--- src/rtl/wrr_arb.sv ---
// Weighted round-robin arbiter: each grantee keeps the grant for weight+1 accepted transfers.
// Latency: 1 cycle from request to registered grant; back-to-back bursts without a bubble.
// Backpressure: grant and burst credit are held unchanged while gnt_ready_i is low.
//
// Ports:
//   clk_i, rst_n_i  - rising-edge clock, asynchronous active-low reset
//   req_i           - per-requester request bits, held high while data is pending
//   weight_i        - packed per-requester weight, field i = [i*WGT_W +: WGT_W]
//   gnt_ready_i     - shared sink accepts the granted transfer this cycle
//   req_num_o       - index of the current grantee
//   req_num_val_o   - a grant is active
//   gnt_o           - one-hot grant, zero when no grant is active
//   burst_last_o    - the current transfer is the final one of the burst
module wrr_arb #(
    parameter int REQCNT = 16,
    parameter int WGT_W  = 4
) (
    input  logic                      clk_i,
    input  logic                      rst_n_i,
    input  logic [REQCNT-1:0]         req_i,
    input  logic [REQCNT*WGT_W-1:0]   weight_i,
    input  logic                      gnt_ready_i,
    output logic [$clog2(REQCNT)-1:0] req_num_o,
    output logic                      req_num_val_o,
    output logic [REQCNT-1:0]         gnt_o,
    output logic                      burst_last_o
);

    localparam int IDX_W = $clog2(REQCNT);

    typedef enum logic {
        ST_IDLE  = 1'b0,
        ST_GRANT = 1'b1
    } state_e;

    // ------------------------------------------------------------------
    // Registered state
    // ------------------------------------------------------------------
    state_e             state_q, state_d;
    logic [IDX_W-1:0]   ptr_q, ptr_d;        // search start: last released grantee + 1
    logic [WGT_W-1:0]   credit_q, credit_d;  // transfers remaining after the current one
    logic [IDX_W-1:0]   num_q, num_d;
    logic               val_q, val_d;
    logic [REQCNT-1:0]  gnt_q, gnt_d;
    logic               last_q, last_d;

    // ------------------------------------------------------------------
    // Control decode
    // ------------------------------------------------------------------
    logic               cur_req;
    logic               rel_grant;   // current grantee gives up the grant this cycle
    logic               dec_credit;  // accepted transfer inside the burst
    logic               do_arb;      // a new arbitration result is taken this cycle
    logic [IDX_W-1:0]   arb_ptr;
    logic               arb_found;
    logic [IDX_W-1:0]   arb_idx;
    logic [WGT_W-1:0]   arb_wgt;

    // Index increment modulo REQCNT; REQCNT need not be a power of two.
    function automatic logic [IDX_W-1:0] idx_inc(input logic [IDX_W-1:0] idx);
        if (idx == IDX_W'(REQCNT - 1)) begin
            return '0;
        end
        return idx + IDX_W'(1);
    endfunction

    // (base + off) modulo REQCNT with base < REQCNT and off < REQCNT,
    // so a single conditional subtraction is enough.
    function automatic logic [IDX_W-1:0] idx_add(input logic [IDX_W-1:0] base,
                                                 input int unsigned      off);
        int unsigned sum;
        sum = 32'(base) + off;
        if (sum >= 32'(REQCNT)) begin
            sum = sum - 32'(REQCNT);
        end
        return sum[IDX_W-1:0];
    endfunction

    // Decide whether the current grant is kept, decremented or released.
    // The rules are checked in priority order: withdrawal first, then stall,
    // then an accepted transfer.
    always_comb begin
        rel_grant  = 1'b0;
        dec_credit = 1'b0;
        cur_req    = req_i[num_q];

        if (state_q == ST_GRANT) begin
            if (!cur_req) begin
                rel_grant = 1'b1;
            end else if (gnt_ready_i) begin
                if (credit_q != '0) begin
                    dec_credit = 1'b1;
                end else begin
                    rel_grant = 1'b1;
                end
            end
        end

        // On a release the search starts just past the old grantee, so the
        // old grantee is considered last; a sole requester still wins again.
        arb_ptr = rel_grant ? idx_inc(num_q) : ptr_q;
        do_arb  = rel_grant | ((state_q == ST_IDLE) & (|req_i));
    end

    // Rotating first-set-bit search starting at arb_ptr.
    always_comb begin
        arb_found = 1'b0;
        arb_idx   = '0;
        for (int i = 0; i < REQCNT; i++) begin
            if (!arb_found && req_i[idx_add(arb_ptr, unsigned'(i))]) begin
                arb_found = 1'b1;
                arb_idx   = idx_add(arb_ptr, unsigned'(i));
            end
        end
    end

    // Weight is only sampled at grant time; later changes wait for the next grant.
    assign arb_wgt = weight_i[arb_idx*WGT_W +: WGT_W];

    // ------------------------------------------------------------------
    // Next-state and registered-output computation
    // ------------------------------------------------------------------
    always_comb begin
        state_d  = state_q;
        ptr_d    = ptr_q;
        credit_d = credit_q;
        num_d    = num_q;

        if (rel_grant) begin
            ptr_d = arb_ptr;
        end

        if (dec_credit) begin
            credit_d = credit_q - WGT_W'(1);
        end

        if (do_arb) begin
            if (arb_found) begin
                state_d  = ST_GRANT;
                num_d    = arb_idx;
                credit_d = arb_wgt;
            end else begin
                state_d  = ST_IDLE;
                credit_d = '0;
            end
        end

        val_d = (state_d == ST_GRANT);

        gnt_d = '0;
        if (val_d) begin
            gnt_d[num_d] = 1'b1;
        end

        last_d = val_d & (credit_d == '0);
    end

    always_ff @(posedge clk_i or negedge rst_n_i) begin
        if (!rst_n_i) begin
            state_q  <= ST_IDLE;
            ptr_q    <= '0;
            credit_q <= '0;
            num_q    <= '0;
            val_q    <= 1'b0;
            gnt_q    <= '0;
            last_q   <= 1'b0;
        end else begin
            state_q  <= state_d;
            ptr_q    <= ptr_d;
            credit_q <= credit_d;
            num_q    <= num_d;
            val_q    <= val_d;
            gnt_q    <= gnt_d;
            last_q   <= last_d;
        end
    end

    assign req_num_o     = num_q;
    assign req_num_val_o = val_q;
    assign gnt_o         = gnt_q;
    assign burst_last_o  = last_q;

endmodule

--- config.mk ---
export PLATFORM = sky130hd
export DESIGN_NAME = wrr_arb
export DESIGN_NICKNAME = d
export VERILOG_FILES = /design/src/rtl/wrr_arb.sv
export SDC_FILE = /design/constraint.sdc
export NUM_CORES = 1
export LEC_CHECK = 0
export CORE_MARGIN = 2
export CORE_UTILIZATION = 50
export DETAILED_ROUTE_END_ITERATION = 6
export PLACE_DENSITY = 0.91
export RECOVER_POWER = 50
export SETUP_SLACK_MARGIN = 0.05
export SLEW_MARGIN = 20
export SYNTH_ARGS = -nofsm -noshare
export SYNTH_HDL_FRONTEND = slang
export SYNTH_SLANG_ARGS = --single-unit
--- constraint.sdc ---
create_clock -name clk_i -period 9.3 [get_ports clk_i]
set_input_delay 1.395 -clock clk_i [delete_from_list [all_inputs] [get_ports clk_i]]
set_output_delay 1.395 -clock clk_i [all_outputs]
set_load 0.05 [all_outputs]
==> results of run 1 <==
==> per-stage QoR <==
stage	cell area (um2)	std cells	util (%)	setup WS [ns]	hold WS, ns
final	6148	809	63.19	0.4286	0.7030
after global routing	6148	809	63.19	0.1433	0.7013
after CTS	6152	809	63.23	0.6793	0.6832
after detailed placement	6057	801	62.26	0.4636	0.6626
after global placement	6057	801	62.26	0.8649	0.6555
after floorplan	4971	585	-	1.779	0.7062
==> how the worst max path moves through the flow <==
stage | endpoint | startpoint | slack, ns
final | burst_last_o | req_i[1] | 0.43
after global routing | burst_last_o | req_i[1] | 0.14
after CTS | burst_last_o | req_i[1] | 0.68
after detailed placement | burst_last_o | req_i[1] | 0.46
after global placement | burst_last_o | req_i[11] | 0.86
after floorplan | burst_last_o | req_i[9] | 1.78
==> metal layers <==
layer,GRT usage (%),part of all wire (%),routed length [um],vias up
met1,39.61,38,6710,2634
met4,14.00,4.5,804,0
met3,6.230,11,1877,89
met5,0,0,0,-
li1,-,-,-,2442
met2,53.69,47,8332,457
==> cells in the mapped netlist, types with 5 or more instances <==
library cell,instances
sky130_fd_sc_hd__mux2i_1,74
sky130_fd_sc_hd__nand2_1,62
sky130_fd_sc_hd__nor2_1,57
sky130_fd_sc_hd__dfrtp_1,30
sky130_fd_sc_hd__mux2_2,19
sky130_fd_sc_hd__mux4_2,19
sky130_fd_sc_hd__o21ai_0,18
sky130_fd_sc_hd__a21oi_1,17
sky130_fd_sc_hd__inv_1,17
sky130_fd_sc_hd__nand3_1,13
sky130_fd_sc_hd__o211ai_1,12
sky130_fd_sc_hd__or2_2,11
sky130_fd_sc_hd__ha_1,10
sky130_fd_sc_hd__a211oi_1,9
sky130_fd_sc_hd__a31oi_1,9
sky130_fd_sc_hd__clkbuf_1,9
sky130_fd_sc_hd__buf_6,8
sky130_fd_sc_hd__nand4_1,8
sky130_fd_sc_hd__a22oi_1,7
sky130_fd_sc_hd__nor3_1,7
sky130_fd_sc_hd__nor4_1,7
sky130_fd_sc_hd__o22ai_1,7
sky130_fd_sc_hd__a21o_1,6
sky130_fd_sc_hd__and2_1,6
sky130_fd_sc_hd__and3_1,6
sky130_fd_sc_hd__buf_2,6
sky130_fd_sc_hd__nand2b_1,6
sky130_fd_sc_hd__o2111ai_1,5
sky130_fd_sc_hd__o21ai_1,5
sky130_fd_sc_hd__o221ai_1,5
sky130_fd_sc_hd__o31ai_1,5
sky130_fd_sc_hd__or2_1,5
==> critical path: stages <==
cell	delay (ns)
sky130_fd_sc_hd__clkdlybuf4s50_1	0.65
sky130_fd_sc_hd__mux2i_1	0.17
sky130_fd_sc_hd__a221oi_2	0.47
sky130_fd_sc_hd__and3_1	0.36
sky130_fd_sc_hd__nor3_1	0.08
sky130_fd_sc_hd__buf_4	0.21
sky130_fd_sc_hd__mux2_2	0.39
sky130_fd_sc_hd__inv_1	0.26
sky130_fd_sc_hd__ha_1	0.29
sky130_fd_sc_hd__and3_1	0.15
sky130_fd_sc_hd__a221o_1	0.32
sky130_fd_sc_hd__xnor2_1	0.47
sky130_fd_sc_hd__mux4_2	0.65
sky130_fd_sc_hd__nor4_4	0.47
sky130_fd_sc_hd__nand2_2	0.20
sky130_fd_sc_hd__nor3_1	0.37
sky130_fd_sc_hd__a21oi_1	0.18
sky130_fd_sc_hd__o211ai_4	0.45
sky130_fd_sc_hd__buf_4	0.36
sky130_fd_sc_hd__mux2i_1	0.25
sky130_fd_sc_hd__o221ai_1	0.19
sky130_fd_sc_hd__o22a_1	0.29
sky130_fd_sc_hd__nand4bb_1	0.23
sky130_fd_sc_hd__nor4_2	0.17
==> flip-flops by register name, summed over array words and instances (netlist names) <==
register and count:
gnt_o 16, credit_q 4, ptr_q 4, req_num_o 4, burst_last_o 1, req_num_val_o 1
==> layout make-up <==
class	count	area (um2)
Tap cell	133	166.4
Multi-Input combinational cell	505	3954
Fill cell	849	3581
Inverter	20	77.57
Sequential cell	30	750.7
Timing Repair Buffer	113	1105
Clock buffer	6	82.58
Clock inverter	2	12.51
==> logic make-up after synthesis <==
group / Yosys count
AO/OA/AOI/OAI: 159
buffers and inverters: 50
flip-flops: 30
AND/OR/NAND/NOR: 215
adder cells (fa/ha/maj): 10
multiplexers: 114
XOR/XNOR: 7
==> flow_metrics.tcl, run 1 <==
set metrics [dict create \
    cp-start-kind "primary input" \
    area_enclosed_by_the_die_boundary_mm2 0.01076 \
    r2r_cells 23 \
    drt_first_pass_iters 7 \
    cts_resized 0 \
    detailroute.via_count 5622 \
    final_max_slew_viol_count 31 \
    setup_repair_after_global_routing_missed_its_margin "false" \
    synth-edff-count 0 \
    cp_max_fo 15 \
    maximum_number_of_pins_on_one_net_before_global_route_repair 31 \
    end_kind "flip-flop" \
    post_synth_xor_area_fraction_pct 1.762 \
    timing.rr.start "req_num_o[0]" \
    drive_gt1_share_pct 14.20 \
    placeableCoreArea_mm2 0.009729 \
    cts_max_path_buffers 2 \
    synth_area_per_cell_um2 8.497 \
    ant_nets 0 \
    regToRegEndpoint "burst_last_o" \
    crit_required_ns 9.48 \
    htreeDepth 2 \
    drt_first_iter_violations 599 \
    globalRouteOverflowTotal 0 \
    report.final.setup_viol 0 \
    drv_cap 1 \
    final-hold-violation-count 0 \
    critical_path_arrival_ns 9.05 \
    rows 36 \
    synth.distinct_cells 90 \
    grt_pass1_wl_um 28020 \
    avgRoutedWirePerCell_um 21.91 \
    drc_errors 3 \
    ios 105 \
    die_width_um 103.7 \
    groute.usage.overall_pct 31.85 \
    net_count_final 768 \
    synth.yosys.warnings 0 \
    netlist_top_cells_area "sky130_fd_sc_hd__dfrtp_1 (15%), sky130_fd_sc_hd__mux2i_1 (15%), sky130_fd_sc_hd__mux4_2 (8.6%), sky130_fd_sc_hd__nand2_1 (4.7%), sky130_fd_sc_hd__mux2_2 (4.3%)" \
    routed_wl_um 17730 \
    clk_latency_ns 0.28 \
    asyncSetResetFlopFracSynth_pct 100.0 \
    tritoncts.num_buffers 5 \
    hold_end "req_num_o[3]" \
    synth_compound_gate_area_share_pct 24.87 \
    timing_worst_slew_pin_value_ns 1.567 \
    postSynthRegisterBits 30 \
    synth_flop_cell "sky130_fd_sc_hd__dfrtp_1" \
    main_combinational_cell_family_by_area_after_synthesis "multiplexers" \
    ff_to_ff_setup_slack_ns 1.41 \
    failed_checks "design-rule violations, max-capacitance violations, max-slew violations" \
    ctsHoldBuffers 0 \
    portion_of_netlist_area_occupied_by_mux_cells_pct 28.34 \
    synth.cell_area_mm2 0.004971 \
    clock_sink_count 30 \
    fp.dieH_um 103.7 \
    achievable-frequency_mhz 112.7 \
    detailedPlacementHpwl_um 13780 \
    max-slew-margin-rel_pct -4.459 \
    cts_setup_buffers 0 \
    totalNegativeSetupSlack_ns 0 \
    path_clk_slew_ns 0.07 \
    antenna_found_initial 0 \
    tritoncts "done" \
    layout_common_cells "sky130_fd_sc_hd__clkdlybuf4s50_1 (92), sky130_fd_sc_hd__mux2i_1 (74), sky130_fd_sc_hd__nand2_1 (62)" \
    synth_simple_gate_area_share_pct 22.05 \
    clk_root_buffer_cell "sky130_fd_sc_hd__clkbuf_8" \
    hold_path_depth 1 \
    period_minus_slack_ns 8.871 \
    fraction_of_the_mapped_netlist_area_in_adder_cells_pct 2.517 \
    seq_area_frac_synth_pct 15.10 \
    grt_pass1_vias 5436 \
    netlist.area_leader.share_pct 15.10 \
    buffer_ports.inserted 104 \
    finalClockSkew_ns 0.005887 \
    starting_utilization_of_the_core_area_pct 51.09 \
    detail_routed_via_count_per_cell 6.949 \
    syn_nets 678 \
    hold_path.startpoint "req_num_o[3]" \
    final_common_cell "sky130_fd_sc_hd__clkdlybuf4s50_1" \
    diodes 0 \
    syn-instance-count 585 \
    outcome "finished, violations left" \
    synthToLayoutAreaGrowth_pct 23.68 \
    gp_routability_congestion 1.033 \
    timing.final.crit_share_pct 95.39 \
    hold_class "flip-flop to flip-flop" \
    timing_worst_setup_path_type "primary input to flip-flop" \
    netlist.top_cell.by_area "sky130_fd_sc_hd__dfrtp_1" \
]
Power of run 1 is not shown: default switching activity piles up to over one toggle a cycle in this logic, so the estimate is an artifact.
==> run 2, diff against run 1 <==
--- a/config.mk
+++ b/config.mk
@@ -7,6 +7,7 @@
 export LEC_CHECK = 0
 export CORE_MARGIN = 2
 export CORE_UTILIZATION = 50
+export CTS_CLUSTER_DIAMETER = 30
 export DETAILED_ROUTE_END_ITERATION = 6
 export PLACE_DENSITY = 0.91
 export RECOVER_POWER = 50
==> results of run 2 <==
The final DEF is identical to that of run 1; final timing and power are the same.
Power of run 2 is left out for the same reason.
